--- config.mk ---
export PLATFORM = sky130hd
export DESIGN_NAME = ex_operand_forward_unit_flat
export DESIGN_NICKNAME = d
export VERILOG_FILES = /design/src/rtl/ex_operand_forward_unit_if.sv /design/src/rtl/ex_operand_forward_unit.sv /design/src/flat_wrapper.sv
export SDC_FILE = /design/constraint.sdc
export NUM_CORES = 1
export LEC_CHECK = 0
export ABC_CLOCK_PERIOD_IN_PS = 5650
export BUFFER_PORTS_ARGS = -buffer_cell sky130_fd_sc_hd__buf_2
export CORE_MARGIN = 2
export CORE_UTILIZATION = 27
export CTS_CLUSTER_SIZE = 10
export DETAILED_ROUTE_END_ITERATION = 7
export PLACE_DENSITY = 0.51
export SETUP_SLACK_MARGIN = 0.3
export SLEW_MARGIN = 20
export SYNTH_ARGS = -nofsm -noshare
export SYNTH_HDL_FRONTEND = slang
export SYNTH_SLANG_ARGS = --single-unit
--- constraint.sdc ---
create_clock -name clk -period 5.65 [get_ports clk]
set_input_delay 1.13 -clock clk [delete_from_list [all_inputs] [get_ports clk]]
set_output_delay 1.13 -clock clk [all_outputs]
set_load 0.02 [all_outputs]
--- src/rtl/ex_operand_forward_unit_if.sv ---
// Operand-forwarding bus between the ID stage, the downstream producers
// (EX/MEM, MEM/WB) and the ID/EX operand registers.
//   ID side      : id_valid, id_rs1/rs2, id_rs1/rs2_data, id_imm, id_alu_src, flush
//   Producers    : exmem_we/rd/data/is_load, memwb_we/rd/data
//   EX side      : stall, ex_valid, ex_op1, ex_op2, ex_store_data, ex_fwd_sel1/2
//   Statistics   : stat_fwd_cnt, stat_stall_cnt (only with FWD_STATS_EN defined)
// master = pipeline side driving the inputs; slave = the forwarding unit.
interface ex_operand_forward_unit_if #(
  parameter int XLEN         = 32,
  parameter int REG_AW       = 5,
  parameter int BYPASS_DEPTH = 3
);
  localparam int SELW = $clog2(BYPASS_DEPTH + 1);

  logic              id_valid;
  logic [REG_AW-1:0] id_rs1;
  logic [REG_AW-1:0] id_rs2;
  logic [XLEN-1:0]   id_rs1_data;
  logic [XLEN-1:0]   id_rs2_data;
  logic [XLEN-1:0]   id_imm;
  logic              id_alu_src;
  logic              flush;
  logic              exmem_we;
  logic [REG_AW-1:0] exmem_rd;
  logic [XLEN-1:0]   exmem_data;
  logic              exmem_is_load;
  logic              memwb_we;
  logic [REG_AW-1:0] memwb_rd;
  logic [XLEN-1:0]   memwb_data;
  logic              stall;
  logic              ex_valid;
  logic [XLEN-1:0]   ex_op1;
  logic [XLEN-1:0]   ex_op2;
  logic [XLEN-1:0]   ex_store_data;
  logic [SELW-1:0]   ex_fwd_sel1;
  logic [SELW-1:0]   ex_fwd_sel2;
`ifdef FWD_STATS_EN
  logic [31:0]       stat_fwd_cnt;
  logic [31:0]       stat_stall_cnt;
`endif

  modport master (
    output id_valid, id_rs1, id_rs2, id_rs1_data, id_rs2_data, id_imm,
           id_alu_src, flush, exmem_we, exmem_rd, exmem_data, exmem_is_load,
           memwb_we, memwb_rd, memwb_data,
    input  stall, ex_valid, ex_op1, ex_op2, ex_store_data, ex_fwd_sel1,
           ex_fwd_sel2
`ifdef FWD_STATS_EN
    , input stat_fwd_cnt, stat_stall_cnt
`endif
  );

  modport slave (
    input  id_valid, id_rs1, id_rs2, id_rs1_data, id_rs2_data, id_imm,
           id_alu_src, flush, exmem_we, exmem_rd, exmem_data, exmem_is_load,
           memwb_we, memwb_rd, memwb_data,
    output stall, ex_valid, ex_op1, ex_op2, ex_store_data, ex_fwd_sel1,
           ex_fwd_sel2
`ifdef FWD_STATS_EN
    , output stat_fwd_cnt, stat_stall_cnt
`endif
  );
endinterface

--- src/rtl/ex_operand_forward_unit.sv ---
// ID->EX operand bypass and capture stage.
// Selects each of rs1/rs2 from EX/MEM, MEM/WB, a post-writeback history
// buffer or the register file (youngest producer wins, x0 never forwarded),
// detects load-use hazards (stall, combinational) and registers the chosen
// operands into the ID/EX registers.
// Ports: clk, rst_n (async, active low), bus (ex_operand_forward_unit_if.slave).
// Select codes: 0 RF, 1 EX/MEM, 2 MEM/WB, 3+k history entry k (0 = newest).
// Optional macro FWD_STATS_EN: adds saturating stat_fwd_cnt / stat_stall_cnt.
module ex_operand_forward_unit #(
  parameter int XLEN         = 32,
  parameter int REG_AW       = 5,
  parameter int BYPASS_DEPTH = 3
) (
  input logic                     clk,
  input logic                     rst_n,
  ex_operand_forward_unit_if.slave bus
);
  localparam int SELW = $clog2(BYPASS_DEPTH + 1);
  localparam int HIST = BYPASS_DEPTH - 2;
  localparam int HN   = (HIST > 0) ? HIST : 1;

  typedef struct packed {
    logic              valid;
    logic [REG_AW-1:0] rd;
    logic [XLEN-1:0]   data;
  } hist_t;

  hist_t             hist [HN];
  logic [REG_AW-1:0] rs   [2];
  logic [XLEN-1:0]   rf   [2];
  logic [SELW-1:0]   sel  [2];
  logic [XLEN-1:0]   val  [2];
  logic              stall_c;

  logic              ex_valid_q;
  logic [XLEN-1:0]   op1_q;
  logic [XLEN-1:0]   op2_q;
  logic [XLEN-1:0]   store_q;
  logic [SELW-1:0]   sel1_q;
  logic [SELW-1:0]   sel2_q;

  assign rs[0] = bus.id_rs1;
  assign rs[1] = bus.id_rs2;
  assign rf[0] = bus.id_rs1_data;
  assign rf[1] = bus.id_rs2_data;

  // History buffer: retired MEM/WB writes, shifted every cycle regardless of
  // stall/flush so a stalled consumer still sees values that already left WB.
  generate
    if (HIST > 0) begin : g_hist
      always_ff @(posedge clk or negedge rst_n) begin
        if (!rst_n) begin
          for (int unsigned k = 0; k < HIST; k++) hist[k] <= '0;
        end else begin
          hist[0] <= '{valid: bus.memwb_we && (bus.memwb_rd != '0),
                       rd:    bus.memwb_rd,
                       data:  bus.memwb_data};
          for (int unsigned k = 1; k < HIST; k++) hist[k] <= hist[k-1];
        end
      end
    end else begin : g_no_hist
      assign hist[0] = '0;
    end
  endgenerate

  // Priority is realised by evaluating producers oldest-first and letting
  // each younger match overwrite the previous selection.
  always_comb begin
    for (int unsigned i = 0; i < 2; i++) begin
      sel[i] = '0;
      val[i] = rf[i];
      if (rs[i] != '0) begin
        for (int unsigned j = 0; j < HIST; j++) begin
          if (hist[HIST-1-j].valid && (hist[HIST-1-j].rd == rs[i])) begin
            sel[i] = SELW'(3 + HIST - 1 - j);
            val[i] = hist[HIST-1-j].data;
          end
        end
        if (bus.memwb_we && (bus.memwb_rd == rs[i])) begin
          sel[i] = SELW'(2);
          val[i] = bus.memwb_data;
        end
        if (bus.exmem_we && (bus.exmem_rd == rs[i])) begin
          sel[i] = SELW'(1);
          val[i] = bus.exmem_data;
        end
      end
    end
  end

  // rs2 is always checked: it feeds store data even when op2 is the immediate.
  assign stall_c = bus.id_valid && bus.exmem_is_load && bus.exmem_we &&
                   (bus.exmem_rd != '0) &&
                   ((bus.exmem_rd == bus.id_rs1) || (bus.exmem_rd == bus.id_rs2));

  always_ff @(posedge clk or negedge rst_n) begin
    if (!rst_n) begin
      ex_valid_q <= 1'b0;
      op1_q      <= '0;
      op2_q      <= '0;
      store_q    <= '0;
      sel1_q     <= '0;
      sel2_q     <= '0;
    end else if (bus.flush || stall_c) begin
      ex_valid_q <= 1'b0;
    end else begin
      ex_valid_q <= bus.id_valid;
      op1_q      <= val[0];
      op2_q      <= bus.id_alu_src ? bus.id_imm : val[1];
      store_q    <= val[1];
      sel1_q     <= sel[0];
      sel2_q     <= sel[1];
    end
  end

  assign bus.stall         = stall_c;
  assign bus.ex_valid      = ex_valid_q;
  assign bus.ex_op1        = op1_q;
  assign bus.ex_op2        = op2_q;
  assign bus.ex_store_data = store_q;
  assign bus.ex_fwd_sel1   = sel1_q;
  assign bus.ex_fwd_sel2   = sel2_q;

`ifdef FWD_STATS_EN
  logic [31:0] fwd_cnt_q;
  logic [31:0] stall_cnt_q;

  always_ff @(posedge clk or negedge rst_n) begin
    if (!rst_n) begin
      fwd_cnt_q   <= '0;
      stall_cnt_q <= '0;
    end else begin
      if (!bus.flush && !stall_c && bus.id_valid &&
          ((sel[0] != '0) || (sel[1] != '0)) && (fwd_cnt_q != '1))
        fwd_cnt_q <= fwd_cnt_q + 32'd1;
      if (stall_c && (stall_cnt_q != '1))
        stall_cnt_q <= stall_cnt_q + 32'd1;
    end
  end

  assign bus.stat_fwd_cnt   = fwd_cnt_q;
  assign bus.stat_stall_cnt = stall_cnt_q;
`endif
endmodule

--- src/flat_wrapper.sv ---
// flat-port wrapper written by rule: the top's interface ports become plain ports
module ex_operand_forward_unit_flat 
#(
  parameter int XLEN         = 32,
  parameter int REG_AW       = 5,
  parameter int BYPASS_DEPTH = 3
)
  (clk, rst_n, bus_id_valid, bus_id_rs1, bus_id_rs2, bus_id_rs1_data, bus_id_rs2_data, bus_id_imm, bus_id_alu_src, bus_flush, bus_exmem_we, bus_exmem_rd, bus_exmem_data, bus_exmem_is_load, bus_memwb_we, bus_memwb_rd, bus_memwb_data, bus_stall, bus_ex_valid, bus_ex_op1, bus_ex_op2, bus_ex_store_data, bus_ex_fwd_sel1, bus_ex_fwd_sel2);
  ex_operand_forward_unit_if #(.XLEN(XLEN), .REG_AW(REG_AW), .BYPASS_DEPTH(BYPASS_DEPTH)) bus_i ();
  input logic clk;
  input logic rst_n;
  input wire logic [$bits(bus_i.id_valid)-1:0] bus_id_valid;
  input wire logic [$bits(bus_i.id_rs1)-1:0] bus_id_rs1;
  input wire logic [$bits(bus_i.id_rs2)-1:0] bus_id_rs2;
  input wire logic [$bits(bus_i.id_rs1_data)-1:0] bus_id_rs1_data;
  input wire logic [$bits(bus_i.id_rs2_data)-1:0] bus_id_rs2_data;
  input wire logic [$bits(bus_i.id_imm)-1:0] bus_id_imm;
  input wire logic [$bits(bus_i.id_alu_src)-1:0] bus_id_alu_src;
  input wire logic [$bits(bus_i.flush)-1:0] bus_flush;
  input wire logic [$bits(bus_i.exmem_we)-1:0] bus_exmem_we;
  input wire logic [$bits(bus_i.exmem_rd)-1:0] bus_exmem_rd;
  input wire logic [$bits(bus_i.exmem_data)-1:0] bus_exmem_data;
  input wire logic [$bits(bus_i.exmem_is_load)-1:0] bus_exmem_is_load;
  input wire logic [$bits(bus_i.memwb_we)-1:0] bus_memwb_we;
  input wire logic [$bits(bus_i.memwb_rd)-1:0] bus_memwb_rd;
  input wire logic [$bits(bus_i.memwb_data)-1:0] bus_memwb_data;
  output wire logic [$bits(bus_i.stall)-1:0] bus_stall;
  output wire logic [$bits(bus_i.ex_valid)-1:0] bus_ex_valid;
  output wire logic [$bits(bus_i.ex_op1)-1:0] bus_ex_op1;
  output wire logic [$bits(bus_i.ex_op2)-1:0] bus_ex_op2;
  output wire logic [$bits(bus_i.ex_store_data)-1:0] bus_ex_store_data;
  output wire logic [$bits(bus_i.ex_fwd_sel1)-1:0] bus_ex_fwd_sel1;
  output wire logic [$bits(bus_i.ex_fwd_sel2)-1:0] bus_ex_fwd_sel2;
  assign bus_i.id_valid = bus_id_valid;
  assign bus_i.id_rs1 = bus_id_rs1;
  assign bus_i.id_rs2 = bus_id_rs2;
  assign bus_i.id_rs1_data = bus_id_rs1_data;
  assign bus_i.id_rs2_data = bus_id_rs2_data;
  assign bus_i.id_imm = bus_id_imm;
  assign bus_i.id_alu_src = bus_id_alu_src;
  assign bus_i.flush = bus_flush;
  assign bus_i.exmem_we = bus_exmem_we;
  assign bus_i.exmem_rd = bus_exmem_rd;
  assign bus_i.exmem_data = bus_exmem_data;
  assign bus_i.exmem_is_load = bus_exmem_is_load;
  assign bus_i.memwb_we = bus_memwb_we;
  assign bus_i.memwb_rd = bus_memwb_rd;
  assign bus_i.memwb_data = bus_memwb_data;
  assign bus_stall = bus_i.stall;
  assign bus_ex_valid = bus_i.ex_valid;
  assign bus_ex_op1 = bus_i.ex_op1;
  assign bus_ex_op2 = bus_i.ex_op2;
  assign bus_ex_store_data = bus_i.ex_store_data;
  assign bus_ex_fwd_sel1 = bus_i.ex_fwd_sel1;
  assign bus_ex_fwd_sel2 = bus_i.ex_fwd_sel2;
  ex_operand_forward_unit #(.XLEN(XLEN), .REG_AW(REG_AW), .BYPASS_DEPTH(BYPASS_DEPTH)) u_core (.clk(clk), .rst_n(rst_n), .bus(bus_i));
endmodule
==> results.cfg <==
[placed_design]
hpwl_mm = 24.70
place_congestion = 0.8542
dp_slack_ps = 1436
dp_cells = 1557
portBuffers = 289

[clock_tree]
post_cts_buffers = 0
clockBufferDepth = 2
cts.clk_slew.worst_paths_ps = 70
cts_made_buffers = 17
tritoncts = built
clk_latency_ps = 430
cts_resized = 0
clkSinkCount = 139
root_buffer = clkbuf_16
cts-htree-levels = 4
cts_hold_buf = 0

[setup_path]
end_kind = output pin
r2r-end = u_core.bus.ex_op1[14]$_DFFE_PN0N_
critical_path_arrival_ps = 2980
cp.required_ps = 4520
criticalPathCategory = input port to output pin
crit_path_start_kind = input port
r2r_cells = 7
cp_max_fo = 39
r2r_slack_ps = 3000
r2r_start = u_core.hist[34]$_DFF_PN0_

[sta]
setup_slack_ps = 1536
relSlewSlack_pct = 30.87
tns_ps = 0
max_freq_ghz = 0.2430
final_max_slew_viol_count = 0
clock_skew_ps = 13.58
rsz0062_at_grt = false
hold_violations = 0
period_minus_slack_ps = 4114
tightest_slew_ps = 1037
setup_viol = 0
period_share_pct = 72.82

[global_route]
grt_pass1_wl_mm = 50.81
grt_pass1_vias = 7902
grt_max_degree = 99
antenna_found_initial = 12
grt_usage_pct = 21.47
gr-total-overflow = 0

[final_layout]
finalNonFillerCells = 1600
finalNetCount = 1374
final_cell_mix = buf_2 (288), dfrtp_1 (139), nand2_1 (122)
area_delta_synth_final_pct = 27.80
layout.cells.most_common = buf_2
post_route_cells_drive_above_1_share_pct = 30.03

[yosys]
synth.avg_cell_area_sq_um = 8.692
synth_cell_types = 57
synth_nets = 1134
synthCells = 946
ys_seq_area_share_pct = 42.30
synthesis.area_sq_mm = 0.008223
synth_seq_cells = 139
synth_warnings = 0

[floorplan]
start_util_pct = 27.60
io_pins = 290
num_rows = 63
dieArea_sq_mm = 0.03187
dieHeight_um = 178.5
die_w_um = 178.5
core_area_sq_mm = 0.02980

[flow_run]
cap_viol_max_count = 0

[worst_hold_path]
hp-class = register to register
holdPathEnd = u_core.bus.ex_store_data[31]$_DFFE_PN0N_
min-delay-start = u_core.bus.ex_store_data[31]$_DFFE_PN0N_
whs_path_depth = 2

[power]
leakage_nw = 4.837
vdd_drop_max_v = 0.0001775
p_per_area_mw_per_mm2 = 279.9

[drt]
wl_per_cell_um = 21.72
wl_mm = 34.76
routed_via_density = 5.232
firstDrtPassIters = 6
drc = 0
num_vias = 8371
drtAntennaViolNets = 0
initialDrtViolationCount = 824

[outcome]
status = finished, final reports clean
-- synth_stat cells, drive strengths merged --
| master | n | area share [%] |
|---|---|---|
| o21a | 1 | 0.091 |
| a221oi | 31 | 3.3 |
| o311ai | 9 | 0.96 |
| nor3 | 34 | 2.3 |
| clkbuf | 48 | 2.2 |
| o32ai | 20 | 2.1 |
| o211a | 2 | 0.24 |
| or4 | 2 | 0.23 |
| a21o | 3 | 0.27 |
| a311o | 3 | 0.37 |
| and3 | 3 | 0.23 |
| o211ai | 37 | 3.4 |
| o22ai | 2 | 0.23 |
| and2 | 5 | 0.38 |
| or2 | 3 | 0.23 |
| nor4 | 3 | 0.30 |
| and4 | 1 | 0.11 |
| buf | 35 | 3.0 |
| inv | 56 | 2.6 |
| a21oi | 39 | 2.4 |
| a211o | 29 | 3.1 |
| mux2i | 37 | 4.5 |
| or3 | 1 | 0.076 |
| a31o | 1 | 0.11 |
| nor3b | 1 | 0.091 |
| o21ai | 37 | 2.3 |
| a211oi | 4 | 0.37 |
| xnor2 | 22 | 2.3 |
| dfrtp | 139 | 42 |
| a21boi | 2 | 0.18 |
| o311a | 1 | 0.12 |
| a22oi | 3 | 0.27 |
| nand2 | 124 | 5.7 |
| nor2 | 91 | 4.2 |
| xor2 | 8 | 0.85 |
| nand3 | 38 | 2.3 |
| o31ai | 49 | 4.5 |
| a31oi | 5 | 0.38 |
| nand2b | 4 | 0.30 |
| nand4 | 10 | 0.76 |
| o221ai | 2 | 0.21 |
| nor2b | 1 | 0.076 |
-- power by group --
group | switching [mW] | internal, mW
Clock | 0.547 | 0.588
Sequential | 0.0604 | 1.09
Combinational | 0.424 | 0.227
-- worst max-delay path, cell delays in order --
cell	delay (ps)
buf_2	150
xor2_1	190
or4_4	830
o22ai_2	350
and2_1	180
buf_2	160
-- routing by layer --
metal	GRT usage (%)	vias up	wire, um
li1	-	3933	-
met1	30.30	4053	16040
met2	32.16	353	15440
met3	6.053	28	2858
met4	5.454	4	393
met5	0	-	30
-- state kept, by name, indices dropped and copies added (netlist names) --
register                  cells
u_core.bus.ex_op1            32
u_core.hist                  38
u_core.bus.ex_fwd_sel1        2
u_core.bus.ex_fwd_sel2        2
u_core.bus.ex_store_data     32
u_core.bus.ex_op2            32
u_core.bus.ex_valid           1
-- how the worst max path moves through the flow --
stage,from,to
2_1_floorplan,bus_id_rs2[4],bus_stall
3_3_place_gp,bus_id_rs2[4],u_core.bus.ex_op2[20]$_DFFE_PN0N_
3_5_place_dp,bus_id_rs2[4],u_core.bus.ex_op2[20]$_DFFE_PN0N_
4_1_cts,bus_id_rs2[4],bus_stall
5_1_grt,bus_id_rs2[4],bus_stall
6_report,bus_id_rs2[4],bus_stall
-- cell type report --
class                      instances  area, sq um
clock inverter                    15        146.4
clock buffer                      17        425.4
fill                            3176        19290
sequential                       139         3478
tap                              390        488.0
antenna                           11        27.53
inverter                          56        210.2
multi-input combinational        668         4155
timing repair buffer             304         1578
-- stage by stage --
| stage | total power [mW] | utilization [%] | cell area (sq um) | hold slack [ps] |
|---|---|---|---|---|
| 2_1_floorplan | 1.520 | - | 8223 | 578.5 |
| 3_3_place_gp | 1.821 | 33.25 | 9907 | 458.6 |
| 3_5_place_dp | 1.828 | 33.25 | 9907 | 468.6 |
| 4_1_cts | 2.970 | 35.17 | 10480 | 485.0 |
| 5_1_grt | 3.087 | 35.23 | 10500 | 509.8 |
| 6_report | 2.941 | 35.27 | 10510 | 480.8 |
-- cells by family (layout without fill, tap and decap cells) --
group           after synthesis  count (layout)  share of synthesized area, %
buf+inv                     139             392                         7.821
simple gates                321             321                         17.22
mux                          37              37                         4.504
compound gates              280             280                         24.95
flops                       139             139                         42.30
xor+xnor                     30              30                         3.195
other cells                   0              11                             0
No activity file was read; power rests on OpenSTA's default activity.
